`src/rtl/sys_bus_bridge.sv`:
```
// sys_bus_bridge: CPU word-request initiator for the TC0/TC1/ODM peripheral bus with error capture and irq sync
module sys_bus_bridge #(
  parameter logic [31:0] TC0_BASE  = 32'h0000_7F00,
  parameter logic [31:0] TC1_BASE  = 32'h0000_7F10,
  parameter logic [31:0] ODM_BASE  = 32'h0000_8000,
  parameter int          ODM_WORDS = 4096
) (
  input  logic        clk,
  input  logic        reset,
  input  logic        cpu_req,
  input  logic        cpu_we,
  input  logic [31:0] cpu_addr,
  input  logic [31:0] cpu_wdata,
  output logic [31:0] cpu_rdata,
  output logic        cpu_ready,
  output logic        cpu_busy,
  output logic        bus_err,
  output logic [31:0] err_addr,
  output logic [5:0]  hwint,
  output logic [31:0] tc0addr,
  output logic [31:0] tc1addr,
  output logic [31:0] odmaddr,
  output logic        tc0we,
  output logic        tc1we,
  output logic        odmwe,
  output logic [31:0] tc0write,
  output logic [31:0] tc1write,
  output logic [31:0] odmwrite,
  input  logic [31:0] tc0data,
  input  logic [31:0] tc1data,
  input  logic [31:0] odmdata,
  input  logic        tc0intreq,
  input  logic        tc1intreq
);
  typedef enum logic [1:0] {IDLE, ISSUE, RESP} state_t;
  typedef enum logic [1:0] {S_NONE, S_TC0, S_TC1, S_ODM} sel_t;
  localparam logic [32:0] ODM_END = {1'b0, ODM_BASE} + 33'(ODM_WORDS * 4);
  state_t      state, state_n;
  sel_t        sel, sel_r;
  logic [31:0] a_r, rd_mux;
  logic        we_r, tc0_hit, tc1_hit, odm_hit, ro_wr, tc0_irq_r, tc1_irq_r;
  // Offset 8 of each timer is the read-only count register, so a write there is rejected
  always_comb begin
    tc0_hit = cpu_addr[31:4] == TC0_BASE[31:4] && cpu_addr[3:2] != 2'b11;
    tc1_hit = cpu_addr[31:4] == TC1_BASE[31:4] && cpu_addr[3:2] != 2'b11;
    odm_hit = cpu_addr >= ODM_BASE && {1'b0, cpu_addr} < ODM_END;
    ro_wr   = cpu_we && cpu_addr[3:2] == 2'b10;
    sel     = cpu_addr[1:0] != 2'b00 ? S_NONE :
              tc0_hit && !ro_wr       ? S_TC0  :
              tc1_hit && !ro_wr       ? S_TC1  :
              odm_hit                 ? S_ODM  : S_NONE;
    rd_mux  = we_r            ? 32'h0   :
              sel_r == S_TC0  ? tc0data :
              sel_r == S_TC1  ? tc1data :
              sel_r == S_ODM  ? odmdata : 32'h0;
    state_n = state == IDLE  ? (cpu_req ? ISSUE : IDLE) :
              state == ISSUE ? RESP : IDLE;
  end
  always_ff @(posedge clk or negedge reset)
    if (!reset) state <= IDLE;
    else        state <= state_n;
  assign cpu_busy = state != IDLE;
  assign hwint    = {4'b0000, tc1_irq_r, tc0_irq_r};
  always_ff @(posedge clk or negedge reset)
    if (!reset) begin
      a_r       <= '0;
      we_r      <= 1'b0;
      sel_r     <= S_NONE;
      cpu_rdata <= '0;
      cpu_ready <= 1'b0;
      bus_err   <= 1'b0;
      err_addr  <= '0;
      tc0_irq_r <= 1'b0;
      tc1_irq_r <= 1'b0;
      tc0addr   <= '0;
      tc1addr   <= '0;
      odmaddr   <= '0;
      tc0we     <= 1'b0;
      tc1we     <= 1'b0;
      odmwe     <= 1'b0;
      tc0write  <= '0;
      tc1write  <= '0;
      odmwrite  <= '0;
    end else begin
      tc0_irq_r <= tc0intreq;
      tc1_irq_r <= tc1intreq;
      tc0we     <= 1'b0;
      tc1we     <= 1'b0;
      odmwe     <= 1'b0;
      cpu_ready <= 1'b0;
      cpu_rdata <= '0;
      if (state == IDLE && cpu_req) begin
        a_r   <= cpu_addr;
        we_r  <= cpu_we;
        sel_r <= sel;
        if (sel == S_TC0) begin
          tc0addr  <= {cpu_addr[31:2], 2'b00};
          tc0write <= cpu_wdata;
          tc0we    <= cpu_we;
        end
        if (sel == S_TC1) begin
          tc1addr  <= {cpu_addr[31:2], 2'b00};
          tc1write <= cpu_wdata;
          tc1we    <= cpu_we;
        end
        if (sel == S_ODM) begin
          odmaddr  <= {cpu_addr[31:2], 2'b00};
          odmwrite <= cpu_wdata;
          odmwe    <= cpu_we;
        end
      end
      if (state == ISSUE) begin
        cpu_ready <= 1'b1;
        cpu_rdata <= rd_mux;
        if (sel_r == S_NONE) begin
          bus_err <= 1'b1;
          if (!bus_err) err_addr <= a_r;
        end
      end
    end
endmodule
```
`config.mk`:
```
export PLATFORM = sky130hd
export DESIGN_NAME = sys_bus_bridge
export DESIGN_NICKNAME = d
export VERILOG_FILES = /design/src/rtl/sys_bus_bridge.sv
export SDC_FILE = /design/constraint.sdc
export NUM_CORES = 1
export LEC_CHECK = 0
export ABC_AREA = 1
export ABC_CLOCK_PERIOD_IN_PS = 4200
export CAP_MARGIN = 10
export CORE_MARGIN = 2
export CORE_UTILIZATION = 25
export DETAILED_ROUTE_END_ITERATION = 10
export GPL_TIMING_DRIVEN = 0
export HOLD_SLACK_MARGIN = 0.12
export SETUP_SLACK_MARGIN = 0.05
export SLEW_MARGIN = 20
export SYNTH_ARGS = -nofsm -noshare
export SYNTH_HDL_FRONTEND = slang
export SYNTH_SLANG_ARGS = --single-unit
export TNS_END_PERCENT = 20
```
`constraint.sdc`:
```
create_clock -name clk -period 4.2 [get_ports clk]
set_input_delay 0.42 -clock clk [delete_from_list [all_inputs] [get_ports clk]]
set_output_delay 0.42 -clock clk [all_outputs]
set_load 0.005 [all_outputs]
```
==> impl_metrics.toml <==
[status]
status = "complete, no violations"

[clock_tree]
tritoncts = "done"
cts_made_buffers = 34
clockRootBuffer = "clkbuf_16"
clockBufferDepth = 3
clock-sinks = 293
h-tree-depth = 2
ctsResizeCount = 0
clk_pin_slew_ns = 0.06
clkLatencyLatePin_ns = 0.54

[worst_setup_path]
worstPathMaxFanout = 10
end_kind = "flip-flop"
required_ns = 4.67
cp_num_buf_inv = 3
crit_path_max_incr_delay_ns = 0.76
worstPathCellList = "clkdlybuf4s50_1 -> inv_2 -> nand3_1 -> nand2_1 -> nor2_1 -> nand2_1 -> nor2_1 -> nor2_2 -> nor2_8 -> buf_2 -> nand3_1 -> nand2_1"
cp-start-kind = "input pin"
cp-startpoint = "cpu_addr[2]"
cpLargestDelayFamily = "buffers and inverters"
crit_slowest_cell = "clkdlybuf4s50_1"
arrival_ns = 2.87
critPathMostFrequentCell = "nand2_1"
worstReg2RegStart = "cpu_ready$_DFF_PN0_"
crit_type = "input pin to flip-flop"

[final_layout]
fin_util_pct = 39.1
areaGrowthSynthToFinish_pct = 54.3
layout_commonest_cell = "clkdlybuf4s50_1"
stdcell_count = 2272
drive_gt1_share_pct = 9.39
fillCellCount = 4542
antenna_cells = 0
layout_common_cells = "422 x clkdlybuf4s50_1, 399 x nand2_1, 293 x dfrtp_1"
fin_area_sq_um = 17700
nNetsFinal = 1817

[placed_design]
gp_congestion = 0.801
postPlaceCellArea_sq_um = 16600
place_inst = 2214
dp_hpwl_um = 29800
port-buffer-count = 423

[drt]
wirelength_um = 39300
wl_per_cell_um = 17.3
ant_nets = 0
vias = 9581
drtIter0Drc = 398
via_per_inst = 4.22
route.detailed.drc = 0
drt_first_pass_iters = 4

[global_routing]
antenna_found_initial = 0
grt_overflow_total = 0
grt_pass1_wl_um = 59700
grt_usage_pct = 16.4
grt_max_degree = 89
grt_pass1_vias = 10000

[yosys]
synth_top_cell_by_area = "dfrtp_1"
ys_top_cells_by_area = "dfrtp_1 64%, nand2_1 13%, inv_1 4.8%"
yosysWarnings = 0
netlist_instances = 1179
syn_area_sq_um = 11500
synth_seq_area_share_pct = 63.8
synth_cell_type_count = 27
synth-seq-cells = 293
synth_top_cell_area_share_pct = 63.8
avgSynthCellArea_sq_um = 9.74

[timing]
rsz0062_at_grt = "no"
period_share_pct = 57.1
hold_viol = 0
min_period_ns = 2.40
finalSetupViolations = 0
relSlewSlack_pct = 49.6
worstMarginPinSlew_ns = 0.750
slew_violations = 0
fin_worst_skew_ns = 0.0155
fmax_mhz = 417

[floorplanning]
dieHeight_um = 218
initial_utilization_pct = 25.3
row_count = 78
io_pins = 434
dieArea_sq_um = 47700
die_width_um = 218
core_sq_um = 45400

[pwr]
p_leak_nw = 8.76
irDropWorstVdd_uv = 276
power_density_nw_per_um2 = 386

[job]
drv_cap = 0

[min_path]
min_from = "tc0intreq"
hp-class = "input pin to flip-flop"
[kinds of logic after synthesis]
| kind of cell | share of synthesized area, % |
|---|---|
| buf+inv | 8.47 |
| flops | 63.8 |
| simple gates | 18.0 |
| compound gates | 6.49 |
| other cells | 0.0326 |
| mux | 3.14 |
[power by group]
part | internal, W | leakage [nW] | switching (W) | total (W)
Combinational | 0.000436 | 4.30 | 0.000314 | 0.000750
Clock | 0.00183 | 0.549 | 0.00116 | 0.00299
Sequential | 0.00300 | 3.92 | 0.0000966 | 0.00310
Total | 0.00527 | 8.76 | 0.00157 | 0.00684
[layout make-up]
class                   instances  area (sq um)  share of cell area (%)
plain buffers                  70           410                    2.32
clock buffers                  49           998                    5.63
clock inverters                 8           121                   0.685
inverters                     150           563                    3.18
multi-input cells             675          3210                    18.1
flip-flops and latches        293          7330                    41.4
well taps                     600           751                    4.24
repair buffers                427          4330                    24.4
[synth_stat cells (all sizes together)]
cell / number
mux2: 32
clkbuf: 29
dfrtp: 293
nand3: 73
conb: 1
a21oi: 1
nor3: 4
o22ai: 1
a21boi: 20
o21ai: 104
nand2: 400
buf: 41
inv: 150
nor2: 27
nand4: 3
[flip-flops by register name, indices dropped and copies added, names as in the netlist, 2 cells and up]
register / flops
cpu_rdata: 32
odmaddr: 30
tc1write: 32
tc0addr: 30
err_addr: 32
tc0write: 32
tc1addr: 30
a_r: 32
sel_r: 2
odmwrite: 32
[timing repair]
action,CTS,global route
hold endpoints to repair,74,0
buffers inserted,0,0
hold buffers,1,0
[stage by stage]
stage | worst slack (ns) | TNS [ns] | hold WS (ns) | power (W)
2_1_floorplan | 2.56 | 0 | 0.124 | 0.00335
3_3_place_gp | -9.97 | -2912.33 | 0.447 | 0.00389
3_5_place_dp | 1.20 | 0 | 0.442 | 0.00391
4_1_cts | 1.76 | 0 | 0.313 | 0.00695
5_1_grt | 1.60 | 0 | 0.322 | 0.00715
6_report | 1.80 | 0 | 0.346 | 0.00684
[routing by layer]
metal,wire length [um],vias to the layer above,GRT usage (%),part of all wire (%)
met1,16000,4609,19.6,41
met4,937,0,4.67,2.4
met3,3680,55,5.83,9.3
met2,18700,363,27.7,48
met5,0,-,0,0
li1,-,4554,-,-
[worst paths after layout]
check	endpoint	slack (ns)	cells after the start
worst max-delay path	tc1write[30]$_DFFE_PN0P_	1.80	12
worst min-delay path	tc0_irq_r$_DFF_PN0_	0.35	1
worst max register to register	tc1write[30]$_DFFE_PN0P_	2.13	8
worst min register to register	odmaddr[19]$_DFFE_PN0P_	0.46	2
max in group asynchronous	cpu_rdata[12]$_DFF_PN0_	2.57	4
min in group asynchronous	tc1addr[24]$_DFFE_PN0P_	0.46	2
(Power assumes the default switching activity.)
